**config.mk**
```make
export PLATFORM = sky130hd
export DESIGN_NAME = i2c_target_regfile
export DESIGN_NICKNAME = d
export VERILOG_FILES = /design/src/rtl/i2c_pkg.sv /design/src/rtl/i2c_bus_sync.sv /design/src/rtl/i2c_target_regfile.sv
export SDC_FILE = /design/constraint.sdc
export NUM_CORES = 1
export LEC_CHECK = 0
export ABC_AREA = 1
export BUFFER_PORTS_ARGS = -buffer_cell sky130_fd_sc_hd__buf_2
export CORE_ASPECT_RATIO = 2
export CORE_MARGIN = 2
export CORE_UTILIZATION = 35
export CTS_CLUSTER_DIAMETER = 40
export CTS_CLUSTER_SIZE = 28
export DETAILED_ROUTE_END_ITERATION = 7
export PLACE_DENSITY = 0.54
export SLEW_MARGIN = 20
export SYNTH_ARGS = -nofsm -noshare
export SYNTH_HDL_FRONTEND = slang
export SYNTH_HIERARCHICAL = 1
export SYNTH_SLANG_ARGS = --single-unit
```
**constraint.sdc**
```tcl
create_clock -name clk -period 3.8 [get_ports clk]
set_input_delay 0.19 -clock clk [delete_from_list [all_inputs] [get_ports clk]]
set_output_delay 0.19 -clock clk [all_outputs]
set_load 0.01 [all_outputs]
```
**src/rtl/i2c_pkg.sv**
```systemverilog
// Shared definitions for the I2C target register file: the FSM state
// encoding, the register-pointer width helper and the PID gain slots.
package i2c_pkg;

   typedef enum logic [3:0] {
      IDLE,
      DEV_ADDR,
      DEV_ACK,
      REG_ADDR,
      REG_ACK,
      WR_DATA,
      WR_ACK,
      RD_DATA,
      RD_ACK,
      WAIT_STOP
   } i2c_state_e;

   // Register slots consumed by the PID core.
   localparam int P_IDX = 0;
   localparam int I_IDX = 1;
   localparam int D_IDX = 2;

   // Pointer width for a bank of n registers; never narrower than one bit.
   function automatic int addr_width(input int n);
      return (n > 1) ? $clog2(n) : 1;
   endfunction

endpackage

```
**src/rtl/i2c_bus_sync.sv**
```systemverilog
// SCL/SDA synchronisers plus edge, START and STOP detection. All outputs
// are derived from the synchronised copies, so they are glitch-free in the
// clk domain.
module i2c_bus_sync #(
   parameter int SYNC_STAGES = 2
) (
   input  logic clk,
   input  logic rst_n,
   input  logic scl_in,
   input  logic sda_in,
   output logic scl_rise,
   output logic scl_fall,
   output logic start_det,
   output logic stop_det,
   output logic sda_s
);

   logic [SYNC_STAGES-1:0] scl_sync;
   logic [SYNC_STAGES-1:0] sda_sync;
   logic                   scl_s;
   logic                   scl_d;
   logic                   sda_d;

   // Synchroniser chains plus one extra delayed copy for edge detection.
   // Everything resets to 1 so a released bus never looks like an edge.
   always_ff @(posedge clk) begin
      if (!rst_n) begin
         scl_sync <= '1;
         sda_sync <= '1;
         scl_d    <= 1'b1;
         sda_d    <= 1'b1;
      end else begin
         // NOTE: non-blocking assignments let each stage take the previous
         // stage's old value; blocking would collapse the chain to one flop.
         scl_sync <= {scl_sync[SYNC_STAGES-2:0], scl_in};
         sda_sync <= {sda_sync[SYNC_STAGES-2:0], sda_in};
         scl_d    <= scl_sync[SYNC_STAGES-1];
         sda_d    <= sda_sync[SYNC_STAGES-1];
      end
   end

   assign scl_s     = scl_sync[SYNC_STAGES-1];
   assign sda_s     = sda_sync[SYNC_STAGES-1];
   assign scl_rise  =  scl_s & ~scl_d;
   assign scl_fall  = ~scl_s &  scl_d;
   // SDA may only move while SCL is low, except for START and STOP.
   assign start_det =  scl_s &  scl_d &  sda_d & ~sda_s;
   assign stop_det  =  scl_s &  scl_d & ~sda_d &  sda_s;

endmodule

```
**src/rtl/i2c_target_regfile.sv**
```systemverilog
// I2C target exposing NUM_REGS registers of DATA_WIDTH bits. Writes set the
// register pointer and then store bytes with auto-increment; reads return
// zero-extended registers MSB first. SDA is only ever pulled low (sda_oe).
module i2c_target_regfile
   import i2c_pkg::*;
#(
   parameter logic [6:0] DEVICE_ADDRESS = 7'h33,
   parameter int         NUM_REGS       = 3,
   parameter int         DATA_WIDTH     = 6,
   parameter int         SYNC_STAGES    = 2
) (
   input  logic                                clk,
   input  logic                                rst_n,
   input  logic                                ena,
   input  logic                                scl_in,
   input  logic                                sda_in,
   output logic                                sda_oe,
   output logic [NUM_REGS*DATA_WIDTH-1:0]      regs_flat,
   output logic                                wr_strobe,
   output logic [addr_width(NUM_REGS)-1:0]     wr_index,
   output logic                                busy
);

   localparam int             AW       = addr_width(NUM_REGS);
   localparam logic [AW-1:0]  PTR_LAST = AW'(NUM_REGS - 1);

   logic scl_rise, scl_fall, start_det, stop_det, sda_s;

   i2c_bus_sync #(.SYNC_STAGES(SYNC_STAGES)) u_sync (
      .clk       (clk),
      .rst_n     (rst_n),
      .scl_in    (scl_in),
      .sda_in    (sda_in),
      .scl_rise  (scl_rise),
      .scl_fall  (scl_fall),
      .start_det (start_det),
      .stop_det  (stop_det),
      .sda_s     (sda_s)
   );

   i2c_state_e              state, state_n;
   logic [3:0]              bit_cnt, bit_cnt_n;
   logic [7:0]              shift, shift_n;
   logic [AW-1:0]           ptr, ptr_n, ptr_inc;
   logic                    sda_oe_n, rw, rw_n, mnack, mnack_n, busy_n, commit;
   logic [7:0]              rd_byte, nxt_byte;
   logic                    byte_done;
   logic [DATA_WIDTH-1:0]   regs [NUM_REGS];

   // Next-state and datapath decode. Bus events take priority over the
   // per-state protocol: ena low, then STOP, then (repeated) START.
   always_comb begin
      // NOTE: every output of this block gets a default first, so no path
      // leaves a signal unassigned and no latch is inferred.
      state_n   = state;
      bit_cnt_n = bit_cnt;
      shift_n   = shift;
      ptr_n     = ptr;
      sda_oe_n  = sda_oe;
      rw_n      = rw;
      mnack_n   = mnack;
      busy_n    = busy;
      commit    = 1'b0;
      ptr_inc   = (ptr == PTR_LAST) ? '0 : ptr + AW'(1);
      rd_byte   = '0;
      rd_byte[DATA_WIDTH-1:0]  = regs[ptr];
      nxt_byte  = '0;
      nxt_byte[DATA_WIDTH-1:0] = regs[ptr_inc];
      byte_done = scl_fall && (bit_cnt == 4'd8);

      if (!ena || stop_det) begin
         state_n   = IDLE;
         sda_oe_n  = 1'b0;
         bit_cnt_n = '0;
         busy_n    = 1'b0;
      end else if (start_det) begin
         state_n   = DEV_ADDR;
         sda_oe_n  = 1'b0;
         bit_cnt_n = '0;
      end else begin
         // Receive states shift one bit per SCL rise until the byte is full.
         if ((state == DEV_ADDR || state == REG_ADDR || state == WR_DATA) &&
             scl_rise && (bit_cnt != 4'd8)) begin
            shift_n   = {shift[6:0], sda_s};
            bit_cnt_n = bit_cnt + 4'd1;
         end
         case (state)
            DEV_ADDR: if (byte_done) begin
               bit_cnt_n = '0;
               rw_n      = shift[0];
               if (shift[7:1] == DEVICE_ADDRESS) begin
                  sda_oe_n = 1'b1;
                  busy_n   = 1'b1;
                  state_n  = DEV_ACK;
               end else begin
                  state_n  = WAIT_STOP;
               end
            end
            DEV_ACK: if (scl_fall) begin
               bit_cnt_n = '0;
               if (rw) begin
                  shift_n  = rd_byte;
                  sda_oe_n = ~rd_byte[7];
                  state_n  = RD_DATA;
               end else begin
                  sda_oe_n = 1'b0;
                  state_n  = REG_ADDR;
               end
            end
            REG_ADDR: if (byte_done) begin
               bit_cnt_n = '0;
               if (int'(shift) < NUM_REGS) begin
                  ptr_n    = shift[AW-1:0];
                  sda_oe_n = 1'b1;
                  state_n  = REG_ACK;
               end else begin
                  sda_oe_n = 1'b0;
                  state_n  = WAIT_STOP;
               end
            end
            REG_ACK: if (scl_fall) begin
               sda_oe_n = 1'b0;
               state_n  = WR_DATA;
            end
            WR_DATA: if (byte_done) begin
               bit_cnt_n = '0;
               sda_oe_n  = 1'b1;
               state_n   = WR_ACK;
            end
            // The byte is only committed once its ACK slot has completed.
            WR_ACK: if (scl_fall) begin
               commit   = 1'b1;
               ptr_n    = ptr_inc;
               sda_oe_n = 1'b0;
               state_n  = WR_DATA;
            end
            RD_DATA: begin
               if (scl_rise) begin
                  bit_cnt_n = bit_cnt + 4'd1;
               end else if (scl_fall) begin
                  if (bit_cnt == 4'd8) begin
                     bit_cnt_n = '0;
                     sda_oe_n  = 1'b0;
                     state_n   = RD_ACK;
                  end else begin
                     shift_n  = {shift[6:0], 1'b0};
                     sda_oe_n = ~shift[6];
                  end
               end
            end
            RD_ACK: begin
               if (scl_rise) begin
                  mnack_n = sda_s;
               end else if (scl_fall) begin
                  if (!mnack) begin
                     ptr_n    = ptr_inc;
                     shift_n  = nxt_byte;
                     sda_oe_n = ~nxt_byte[7];
                     state_n  = RD_DATA;
                  end else begin
                     sda_oe_n = 1'b0;
                     state_n  = WAIT_STOP;
                  end
               end
            end
            default: sda_oe_n = 1'b0;
         endcase
      end
   end

   // FSM state register.
   always_ff @(posedge clk) begin
      if (!rst_n) state <= IDLE;
      else        state <= state_n;
   end

   // Protocol datapath, SDA drive and the register bank.
   always_ff @(posedge clk) begin
      if (!rst_n) begin
         bit_cnt   <= '0;
         shift     <= '0;
         ptr       <= '0;
         sda_oe    <= 1'b0;
         rw        <= 1'b0;
         mnack     <= 1'b1;
         busy      <= 1'b0;
         wr_strobe <= 1'b0;
         wr_index  <= '0;
         // NOTE: the bank is a handful of flops feeding live PID gains, so it
         // is reset like any other state; a RAM-style bank would not be.
         regs      <= '{default: '0};
      end else begin
         bit_cnt   <= bit_cnt_n;
         shift     <= shift_n;
         ptr       <= ptr_n;
         sda_oe    <= sda_oe_n;
         rw        <= rw_n;
         mnack     <= mnack_n;
         busy      <= busy_n;
         wr_strobe <= commit;
         if (commit) begin
            regs[ptr] <= shift[DATA_WIDTH-1:0];
            wr_index  <= ptr;
         end
      end
   end

   for (genvar i = 0; i < NUM_REGS; i++) begin : g_flat
      assign regs_flat[i*DATA_WIDTH +: DATA_WIDTH] = regs[i];
   end

endmodule

```
# [Word level (Yosys, flattened, before mapping)]
# Index checks and enable logic that the tools add are counted.
[op_classes] eq_ne=36 addsub=2 n_reduce_logical=23 n_lt_le_gt_ge=4 bitwise=17 muxes=69
[ops] operator="two-way mux 4 bit" count=19
[ops] operator="two-way mux 8 bit" count=9
[ops] operator="two-way mux 6 bit" count=5
[ops] operator="case mux 4 bit (7 select lines)" count=1
[ops] operator="!= test 3 bit, second input constant" count=9
[ops] operator="binary-select mux 6 bit (select 2 bit)" count=2
[ops] operator="case mux 8 bit (3 select lines)" count=1
[ops] operator="!= test 2 bit, second input constant" count=11
[ops] operator="AND reduction 11 bit" count=2
[ops] operator="two-way mux 1 bit" count=19
[ops] operator="bitwise mux 18 bit" count=1
[ops] operator="equality test 4 x 3 -> 1 bit, second input constant" count=4
[ops] operator="two-way mux 2 bit" count=7
[ops] operator="demux 6 bit (select 2 bit)" count=1
[ops] operator="case mux 4 bit (3 select lines)" count=1
[ops] operator="AND reduction 4 bit" count=3
[ops] operator="AND reduction 10 bit" count=1
[ops] operator="AND reduction 9 bit" count=1
[ops] operator="equality test 4 x 2 -> 1 bit, second input constant" count=2
[ops] operator="equality test 4 bit, second input constant" count=2
[ops] operator="less-than comparator 8 x 2 -> 1 bit, second input constant" count=1
[ops] operator="inverter 1 bit" count=8
[ops] operator="nonzero test 8 bit" count=1
[ops] operator="bitwise AND 1 bit" count=7
[ops] operator="22 further kinds" count=33
[word_totals] input_bits=5 elab_cells=169 output_inout_bits=23 ff_bits=49

# [Longest topological paths before layout]
[depth] word_depth=10 ltp_mapped=13 ltp_nobuf=11

# [Modules after synthesis]
# Netlist, hierarchy kept.
[by_module_without_submodules] mod="i2c_target_regfile" area_each_um2=2875.3 seq_area_each_um2=860.8 n_inst=1 cells_per_inst=468
[by_module_without_submodules] mod="i2c_bus_sync" area_each_um2=198.9 seq_area_each_um2=120.1 n_inst=1 cells_per_inst=27

# [Worst setup path after synthesis]
# OpenSTA, ideal clock, no wires.
[synth_path] kind="reg2reg" from="register bit_cnt[0]" to="register state[0]" synth_period_minus_slack_ps=1608 t_arrival_ps=1490 stages_incl_launch_ff=12 setup_time_ps=118 setup_slack_ps=2192 path_buffers=0 required_time_ps=3682 cell_sequence="dfxtp_1 inv_1 ha_1 nand2_1 nor2_4 nand2_1 nand2_1 nand3_2 nor2_4 nand3_1 nand2_1 nor2_1"
[synth_between] elab_chain_cells=4 elab_cells_between_ends=7 cone_classes="eq/ne: 5; reduce/logical: 2"
[synth_lines] item="from (decl)" line_no="i2c_target_regfile.sv:42" text="logic [3:0] bit_cnt, bit_cnt_n;"
[synth_lines] item="from (signal assigned)" line_no="i2c_target_regfile.sv:193" text="bit_cnt <= bit_cnt_n;"
[synth_lines] item="equality test 4 bit *" line_no="i2c_target_regfile.sv:69, i2c_target_regfile.sv:141"
[synth_lines] item="logical AND 1 bit" line_no="i2c_target_regfile.sv:69" text="byte_done = scl_fall && (bit_cnt == 4'd8);"
[synth_lines] item="!= test 3 bit (no line)"
[synth_lines] item="AND reduction 11 bit (no line) *"
[synth_lines] item="to (signal assigned)" line_no="i2c_target_regfile.sv:174" text="else state <= state_n;"
[synth_lines] item="to (decl)" line_no="i2c_target_regfile.sv:41" text="i2c_state_e state, state_n;"
# Every way passes the cells marked *; elsewhere a longest branch is shown, timed or not.
# A chain may end at the register's enable or synchronous reset.

# [Worst setup path after layout]
[layout_path] from="register u_sync.scl_sync[1]" to="register bit_cnt[3]"
[layout_between] elab_chain_cells=8 elab_cells_between_ends=20 cone_classes="mux: 7; bitwise: 8; reduce/logical: 5"
[layout_lines] item="from (decl)" line_no="i2c_bus_sync.sv:18" text="logic [SYNC_STAGES-1:0] scl_sync;"
[layout_lines] item="from (signal assigned)" line_no="i2c_bus_sync.sv:35" text="scl_sync <= {scl_sync[SYNC_STAGES-2:0], scl_in};"
[layout_lines] item="bitwise AND 1 bit *" line_no="i2c_bus_sync.sv:44" text="assign scl_rise = scl_s & ~scl_d;"
[layout_lines] item="named net scl_rise" line_no="i2c_target_regfile.sv:27" text="logic scl_rise, scl_fall, start_det, stop_det, sda_s;"
[layout_lines] item="logical AND 1 bit" line_no="i2c_target_regfile.sv:82" text="if ((state == DEV_ADDR || state == REG_ADDR || state == WR_DATA) &&"
[layout_lines] item="logical AND 1 bit" line_no="i2c_target_regfile.sv:83" text="scl_rise && (bit_cnt != 4'd8)) begin"
[layout_lines] item="two-way mux 4 bit" line_no="i2c_target_regfile.sv:82"
[layout_lines] item="two-way mux 4 bit" line_no="i2c_target_regfile.sv:141" text="if (bit_cnt == 4'd8) begin"
[layout_lines] item="two-way mux 4 bit" line_no="i2c_target_regfile.sv:140" text="end else if (scl_fall) begin"
[layout_lines] item="two-way mux 4 bit" line_no="i2c_target_regfile.sv:138" text="if (scl_rise) begin"
[layout_lines] item="case mux 4 bit (3 select lines) *" line_no="i2c_target_regfile.sv:87" text="case (state)"
# Mark *: on every way through the listed nets, which the timed path passes. The rest lies on a longest branch.

==> results.py <==
metrics = {
    "outcome": {
        "status": "finished, final reports clean",
    },
    "synth": {
        "ys_warn_count": 6,
        "synth_area_leaders": "dfxtp_1, nand2_1, a21oi_1, inv_1, o21ai_0",
        "ys.flop_type": "dfxtp_1",
        "ys_ff_latch": 49,
        "synth_nets": 502,
        "synth_top_cell_area_share_pct": 31.91,
        "syn_inst": 495,
        "async_reset_ff_share_pct": 0,
        "avgSynthCellArea_um2": 6.211,
        "synth_edf_count": 0,
        "yosysSeqAreaShare_pct": 31.91,
        "synthTopCellsByCount": "nand2_1, inv_1, nor2_1",
        "synth_area_leader_cell": "dfxtp_1",
        "syn_area_mm2": 0.003074,
        "yosysMostFrequentCell": "nand2_1",
        "synth.distinct_cells": 34,
    },
    "timing": {
        "setup_violations": 0,
        "fmax_ghz": 0.4773,
        "tightest_slew_ns": 0.9188,
        "fin_ws_ns": 1.705,
        "maxSlewHeadroom_pct": 38.52,
        "finalCritPeriodShare_pct": 55.14,
        "tns_ns": 0,
        "grt_setup_unrepaired": "no",
        "min_period_ns": 2.095,
        "hold_viol_final": 0,
        "fin_skew_ns": 0.004799,
        "slew_violations": 0,
    },
    "grt": {
        "globalRouteTotalUtil_pct": 20.20,
        "first_global_vias": 3128,
        "antenna_found_initial": 0,
        "grt_max_degree": 38,
        "grt_pass1_wl_um": 15190,
        "overflow": 0,
    },
    "floorplan": {
        "core_mm2": 0.008588,
        "die_w_um": 70.27,
        "rows": 48,
        "die_h_um": 136.5,
        "io-pin-count": 28,
        "initial_core_util_pct": 35.80,
        "dieArea_mm2": 0.009595,
    },
    "place": {
        "dp_slack_ns": 1.725,
        "dpl.hpwl_um": 7167,
        "gp_congestion": 0.8726,
        "io_buffers": 27,
    },
    "cells_and_area": {
        "drive_gt1_share_pct": 13.18,
        "num_antenna_cells": 0,
        "nets": 522,
        "areaGrowthSynthToFinish_pct": 10.99,
        "fin_util_pct": 39.73,
    },
    "power_and_ir_drop": {
        "cellPowerDensity_mw_per_mm2": 335.4,
        "vdd_ir_drop_max_uv": 169.7,
        "p_leak_uw": 0.001643,
    },
    "worst_setup_path": {
        "critPathMaxFanout": 22,
        "arrival_ns": 2.33,
        "worstPathRequired_ns": 4.04,
        "worstSetupPathType": "register to register",
        "end_kind": "register",
        "crit_path_start_kind": "register",
        "startpoint": "u_sync/scl_sync[1]",
        "r2r-start": "u_sync/scl_sync[1]",
    },
    "clock_tree": {
        "clk_pin_slew_worst_paths_ns": 0.07,
        "ctsHoldBuffers": 0,
        "root_buffer": "clkbuf_16",
        "clockBufferDepth": 2,
        "cts_tree": "done",
        "htree_levels": 2,
        "cts_made_buffers": 5,
        "clk_latency_ns": 0.30,
        "cts_setup_buffers": 0,
        "post_cts_resize_count": 0,
        "clock_sinks": 49,
    },
    "routing": {
        "drt-total-wl_um": 9179,
        "drtIter0Drc": 159,
        "vias": 3173,
        "wire_per_inst_um": 14.90,
        "antenna_left": 0,
        "drc_errors": 0,
        "firstDrtPassIters": 5,
        "vias_per_cell": 5.151,
    },
    "hold_path": {
        "hp-start": "scl_in",
        "hp-class": "primary input to register",
    },
    "job": {
        "cap_viol_max_count": 0,
    },
}
==> per-stage QoR <==
stage	hold WS (ns)	total power, uW	cell area (um2)	instances
CTS	0.05370	1160	3412	616
floorplan	0.2587	650.8	3074	495
finish	0.06093	1144	3412	616
global placement	0.3588	686.3	3259	608
detailed placement	0.3636	687.3	3259	608
global route	0.06679	1200	3412	616
==> worst paths after layout <==
| kind | endpoint | slack, ns | cells past startpoint |
|---|---|---|---|
| min reg2reg | u_sync/scl_sync[1] | 0.40 | 2 |
| max | bit_cnt[3] | 1.70 | 8 |
| min | u_sync/scl_sync[0] | 0.06 | 3 |
| max reg2reg | bit_cnt[3] | 1.70 | 8 |
==> state kept, by name, indices dropped and copies added, names as in the netlist <==
register,cells
state,4
busy,1
u_sync/scl_d,1
sda_oe,1
wr_strobe,1
u_sync/sda_d,1
ptr,2
shift,8
wr_index,2
mnack,1
u_sync/scl_sync,2
regs_flat,18
u_sync/sda_sync,2
rw,1
bit_cnt,4
==> critical path, cell delays in order (launching register included) <==
cell     delay, ns
dfxtp_1       0.35
inv_1         0.06
nor2_1        0.51
nand3_2       0.56
nand2_1       0.22
inv_1         0.05
o21ai_0       0.14
nand2_1       0.07
nor2_1        0.07
==> cells in the final DEF (no fill, tap or decap), types with 2 or more instances in the layout <==
master	synthesis	final
a21oi_1	45	45
buf_2	6	27
clkbuf_16	0	5
clkinv_4	1	2
dfxtp_1	49	49
ha_1	2	2
inv_1	57	57
inv_2	8	8
nand2_1	119	119
nand2_2	4	4
nand2_4	2	2
nand3_1	36	36
nand3_2	2	2
nand3b_1	4	4
nand4_1	7	7
nor2_1	52	52
nor2_2	6	6
nor2_4	4	4
nor3_1	7	7
nor3_4	2	2
o21ai_0	41	41
o21ai_1	22	22
==> layer usage <==
metal  GRT usage (%)  share of wire (%)
met1           18.99                 36
met2           40.30                 58
met3           2.430                1.7
met4           11.75                3.6
met5               0                  0
==> kinds of logic after synthesis <==
logic type	Yosys count	synth area share (%)
xor gates and xnor gates	2	0.5699
adders and majority gates	2	0.8139
buffers and inverters	81	10.91
DFF	49	31.91
and+or+nand+nor	248	37.00
AOI/OAI and AO/OA	113	18.80
==> report_power, final <==
group / leakage (uW) / switching (uW) / total [uW] / internal, uW
Clock: 0.0000768 / 206 / 468 / 262
Combinational: 0.00117 / 94.2 / 136 / 42.0
Sequential: 0.000398 / 15.0 / 540 / 525
Total: 0.00164 / 315 / 1140 / 830
==> area by class of cell <==
class	count	area, um2
well taps	100	125.1
inverters	66	252.7
repair buffers	28	142.6
clock inverters	2	13.76
fillers	957	5176
flip-flops and latches	49	980.9
multi-input cells	365	1758
clock buffers	6	138.9
(Power assumes the default switching activity.)
